### src/rtl/norm_seq_ctrl.sv
// norm_seq_ctrl: sequencer for one norm datapath instance.
// It clears norm, streams `len` samples in with a valid/ready handshake,
// then issues one divide per element and hands each normalised result
// downstream, honouring backpressure.
module norm_seq_ctrl #(
    parameter int bw  = 4,
    parameter int len = 8,
    parameter int cw  = 8
) (
    input  logic            clk,
    input  logic            reset,
    input  logic            start,
    input  logic            in_valid,
    input  logic [bw-1:0]   in_data,
    output logic            in_ready,
    output logic            norm_reset,
    output logic            norm_wr,
    output logic            norm_div,
    output logic [bw-1:0]   norm_in,
    input  logic            norm_full,
    input  logic [2*bw-1:0] norm_out,
    output logic            out_valid,
    output logic [2*bw-1:0] out_data,
    output logic            out_last,
    input  logic            out_ready,
    output logic            busy,
    output logic            done
);

    typedef enum logic [2:0] {
        IDLE   = 3'd0,
        CLEAR  = 3'd1,
        ACCUM  = 3'd2,
        DIVIDE = 3'd3,
        FLUSH  = 3'd4
    } state_t;

    localparam logic [cw-1:0] len_c    = cw'(len);
    localparam logic [cw-1:0] last_idx = cw'(len - 1);

    state_t          state;
    logic [cw-1:0]   wr_cnt;
    logic [cw-1:0]   rd_cnt;
    logic [cw-1:0]   res_idx;
    logic            nz_flag;
    logic            out_valid_reg;
    logic            done_reg;
    logic            accept;
    logic            handshake;

    // Handshake-level strobes are combinational so a write or divide lands
    // in the same cycle as the condition that allows it.
    always_comb begin
        in_ready   = (state == ACCUM) & ~norm_full;
        accept     = in_ready & in_valid;
        norm_wr    = accept;
        norm_div   = (state == DIVIDE) & (rd_cnt < len_c) & (~out_valid_reg | out_ready);
        handshake  = out_valid_reg & out_ready;
        norm_reset = ~reset | (state == CLEAR);
        norm_in    = in_data;
        busy       = (state != IDLE);
        out_valid  = out_valid_reg;
        // res_idx is the index of the divide that produced the current result.
        out_last   = out_valid_reg & (res_idx == last_idx);
        // An all-zero vector divides by a zero sum; the popped value is junk.
        out_data   = nz_flag ? norm_out : '0;
        done       = done_reg;
    end

    // Sequencer state, element counters and the result-valid pipeline.
    always_ff @(posedge clk or negedge reset) begin
        if (!reset) begin
            state         <= IDLE;
            wr_cnt        <= '0;
            rd_cnt        <= '0;
            res_idx       <= '0;
            nz_flag       <= 1'b0;
            out_valid_reg <= 1'b0;
            done_reg      <= 1'b0;
        end else begin
            done_reg <= 1'b0;

            // norm.out appears one cycle after div, so valid follows div.
            if (norm_div) begin
                out_valid_reg <= 1'b1;
                res_idx       <= rd_cnt;
            end else if (out_ready) begin
                out_valid_reg <= 1'b0;
            end

            case (state)
                IDLE: begin
                    if (start) begin
                        state <= CLEAR;
                    end
                end
                CLEAR: begin
                    state <= ACCUM;
                end
                ACCUM: begin
                    if (accept) begin
                        nz_flag <= nz_flag | (in_data != '0);
                        if (wr_cnt == last_idx) begin
                            wr_cnt <= '0;
                            rd_cnt <= '0;
                            state  <= DIVIDE;
                        end else begin
                            wr_cnt <= wr_cnt + 1'b1;
                        end
                    end
                end
                DIVIDE: begin
                    if (norm_div) begin
                        rd_cnt <= rd_cnt + 1'b1;
                    end
                    if (handshake && out_last) begin
                        done_reg <= 1'b1;
                        state    <= FLUSH;
                    end
                end
                FLUSH: begin
                    nz_flag <= 1'b0;
                    wr_cnt  <= '0;
                    rd_cnt  <= '0;
                    state   <= IDLE;
                end
                default: begin
                    state <= IDLE;
                end
            endcase
        end
    end

endmodule
### config.mk
export PLATFORM = sky130hd
export DESIGN_NAME = norm_seq_ctrl
export DESIGN_NICKNAME = d
export VERILOG_FILES = /design/src/rtl/norm_seq_ctrl.sv
export SDC_FILE = /design/constraint.sdc
export NUM_CORES = 1
export LEC_CHECK = 0
export BUFFER_PORTS_ARGS = -buffer_cell sky130_fd_sc_hd__buf_2
export CORE_MARGIN = 5
export CORE_UTILIZATION = 30
export DETAILED_ROUTE_END_ITERATION = 10
export MAX_ROUTING_LAYER = met4
export PLACE_DENSITY_LB_ADDON = 0.12
export SYNTH_ARGS = -nofsm -noshare
export SYNTH_HDL_FRONTEND = slang
export SYNTH_SLANG_ARGS = --single-unit
### constraint.sdc
create_clock -name clk -period 1.75 [get_ports clk]
set_input_delay 0.4375 -clock clk [delete_from_list [all_inputs] [get_ports clk]]
set_output_delay 0.4375 -clock clk [all_outputs]
set_load 0.005 [all_outputs]
==> run metrics <==
kind of critical path reg -> reg; worst flop-to-flop path startpoint wr_cnt[6]$_DFFE_PN0P_; Main synth FF type dfrtp_1; Async SR Flop Fraction 100.0%; critical path's slowest cell or4_4; fill count 483; unrepaired setup endpoints after global routing true; maximum clock rate 0.5257 GHz; vias in the first global route 1367; Worst slew margin 59.84%; gr usage total 12.28%; Post-Syn Area 1529 sq um; Max FO, Critical Path 5; Starting DRT DRC Count 28; Clk Latency, worst-skew pair 0.28 ns; DR WL met2 1686 um; routed length per instance 12.53 um; Max stage delay on crit path 0.53 ns; Final ANT Viol Nets 0; largest net degree at the start of global routing 31; metal3 WL 286 um; Yosys reg bits 30; drt total wl 3634 um; Slew Viols, Final 0; Syn. warnings 0; Cell Chain, Critical Path or4_4 -> or4_4 -> a22o_2 -> a21o_1; Setup WS post-layout -0.1521 ns; fin nets 240; main area contributors after synthesis dfrtp_1, and2_1, xnor2_1, nor2_1, nand3_1; Die Wd 81.39 um; pwr/cell area 826.8 nW/um^2; actual slew at the worst max-slew pin 0.5996 ns; Clock transition at path regs 0.06 ns; post-synth top area cell dfrtp_1; status finished with violations; global route overflow 0; max cap viols 0; Non-Filler Instances 290; share of the synthesized area in the top cell type 49.10%; GPL Wtd Cong 0.7484; root buffer cell clkbuf_8; post-detailed-route via-to-cell ratio 4.593; fin crit share 108.7%; FF-to-FF setup slack -0.15 ns; Syn-to-layout area delta 45.74%; most used cell along the critical path or4_4; first-pass GRT wire length 6092 um; WP data arrival 2.07 ns; htree depth 2; Seq. cell area 753.2 sq um; Hold WC Path Type in -> async; Clock Skews 0.003861 ns; Final Setup Violations 9; DP HPWL 2712 um; Largest delay share family, worst path simple AND/OR/NAND/NOR gates; layout cells sized above 1 45.91%; crit end category flip-flop; CTS tree yes; maximum buffer depth of the clock tree 2; Worst EP required 1.92 ns; Layout Utilization 44.19%; Core Region 5042 sq um; Regs by FF count rd_cnt: 8 flops, res_idx: 8 flops, wr_cnt: 8 flops; startpoint class of the critical path flip-flop; hold violation count in the final report 0; CP Buf/Inv Count 0; Die H 81.39 um; Via Count 1332; distinct cell type count after synthesis 39; RR Endpoint rd_cnt[2]$_DFFE_PN0P_; Leakage 1.054 nW; total CTS buffers 5; post-synthesis cell count 153; synthesized area per cell 9.993 sq um; Initial Util 30.32%; Port Buf Inserts 37; Die Area 6624 sq um; drt first pass iters 4; syn_nets 173; worst reg2reg path depth 4; wl on met1 1627 um; Num Clock Sinks 30; failing checks negative setup slack; DP Cell Count 276; antenna violations before repair 0; DRC Markers 0; number of synthesized flops with an enable pin 0; post-layout minimum cycle time 1.902 ns; antenna cells 0; register area share after synthesis 49.10%; area of the multi-input gates 815.8 sq um; io pins 38; top layer in use met4; VDD IR max 263.0 uV; row count 26
## what timing repair did
item                                    CTS  global route
gates cloned                              0             0
hold endpoints to repair                  0             0
gates resized for setup                  20            13
setup buffers                             6             1
hold buffers                              0             0
pin swaps                                 6             6
endpoints found under the setup margin   17            19
## cells in the mapped netlist (2+ instances only)
master	number
a2111oi_0	3
ha_1	2
inv_1	6
a211oi_1	3
nor4_1	2
clkbuf_1	4
nand4_1	4
mux2_2	2
buf_4	4
a21oi_1	4
nor2b_1	3
nand2_1	5
nor2_1	16
nand3_1	8
nand2b_1	2
and2_1	13
nand3b_1	2
o21ai_0	4
nor4b_1	2
dfrtp_1	30
a21o_1	2
o21ba_2	2
nor3_1	4
or4_4	2
and3b_1	2
and3_1	3
xnor2_1	7
## where the power goes
| group | internal (W) | total [W] | switching (W) |
|---|---|---|---|
| combinational | 0.000247 | 0.000468 | 0.000221 |
| sequential | 0.000787 | 0.000864 | 0.0000770 |
| clock | 0.000266 | 0.000510 | 0.000244 |
## placed cells by master, fill, tap and decap left out, types with 2 or more instances in the layout
master     instances
nor2b_1            3
xnor2_1            7
o21ba_2            2
and3b_1            2
nand2b_1           2
buf_4             24
dfrtp_1           28
nand3_1            8
and3_1             3
buf_6              8
nand3b_1           2
a211oi_1           2
nor3_1             2
a2111oi_2          2
nand2_1            5
a21oi_1            3
nand4_1            4
clkinv_2           2
nor2_1            15
buf_2             36
o21ai_0            3
or4_4              2
clkbuf_8           5
dfrtp_2            2
ha_1               2
inv_1              5
and2_1            13
mux2_2             2
## stage by stage
step	TNS, ns	total power, W	setup WS, ns	hold slack [ns]	instance area (sq um)
global route	-1.500	0.001965	-0.2112	0.2230	2228
CTS	-0.8821	0.001850	-0.1505	0.1967	2155
finish	-0.6795	0.001843	-0.1521	0.1903	2228
global placement	-1.003	0.001281	-0.1422	0.4604	1939
floorplan	-0.4499	0.001086	-0.1531	0.1419	1529
detailed placement	-1.019	0.001297	-0.1623	0.4667	1939
## layer usage
metal | vias to the layer above | track usage [%]
met5 | - | -
met3 | 5 | 3.880
li1 | 673 | -
met4 | 0 | 4.054
met1 | 618 | 14.76
met2 | 36 | 19.46
## final cells by class
cell class	count	share of cell area [%]
tap	70	3.930
sequential	30	33.80
timing repair buffer	69	21.11
inverter	6	1.011
clock buffer	5	3.088
multi-input combinational	108	36.61
clock inverter	2	0.4492
## logic make-up after synthesis
kind of cell / after synthesis / share of synthesized area (%)
buffers and inverters: 15 / 4.746
xor gates and xnor gates: 7 / 4.010
adders and majority gates: 2 / 1.636
muxes: 3 / 2.128
DFF: 30 / 49.10
and+or+nand+nor: 72 / 27.01
AOI/OAI and AO/OA: 24 / 11.38
## how the worst max path moves through the flow
stage                     startpoint                    end  slack, ns  cells past startpoint
4_1_cts        wr_cnt[6]$_DFFE_PN0P_  rd_cnt[2]$_DFFE_PN0P_      -0.15                      4
3_3_place_gp   wr_cnt[6]$_DFFE_PN0P_  rd_cnt[2]$_DFFE_PN0P_      -0.14                      4
5_1_grt        wr_cnt[6]$_DFFE_PN0P_  rd_cnt[2]$_DFFE_PN0P_      -0.21                      4
6_report       wr_cnt[6]$_DFFE_PN0P_  rd_cnt[2]$_DFFE_PN0P_      -0.15                      4
3_5_place_dp   wr_cnt[6]$_DFFE_PN0P_  rd_cnt[2]$_DFFE_PN0P_      -0.16                      4
2_1_floorplan  wr_cnt[3]$_DFFE_PN0P_  rd_cnt[2]$_DFFE_PN0P_      -0.15                      4
Note: power is estimated with default switching activity, not from simulation.
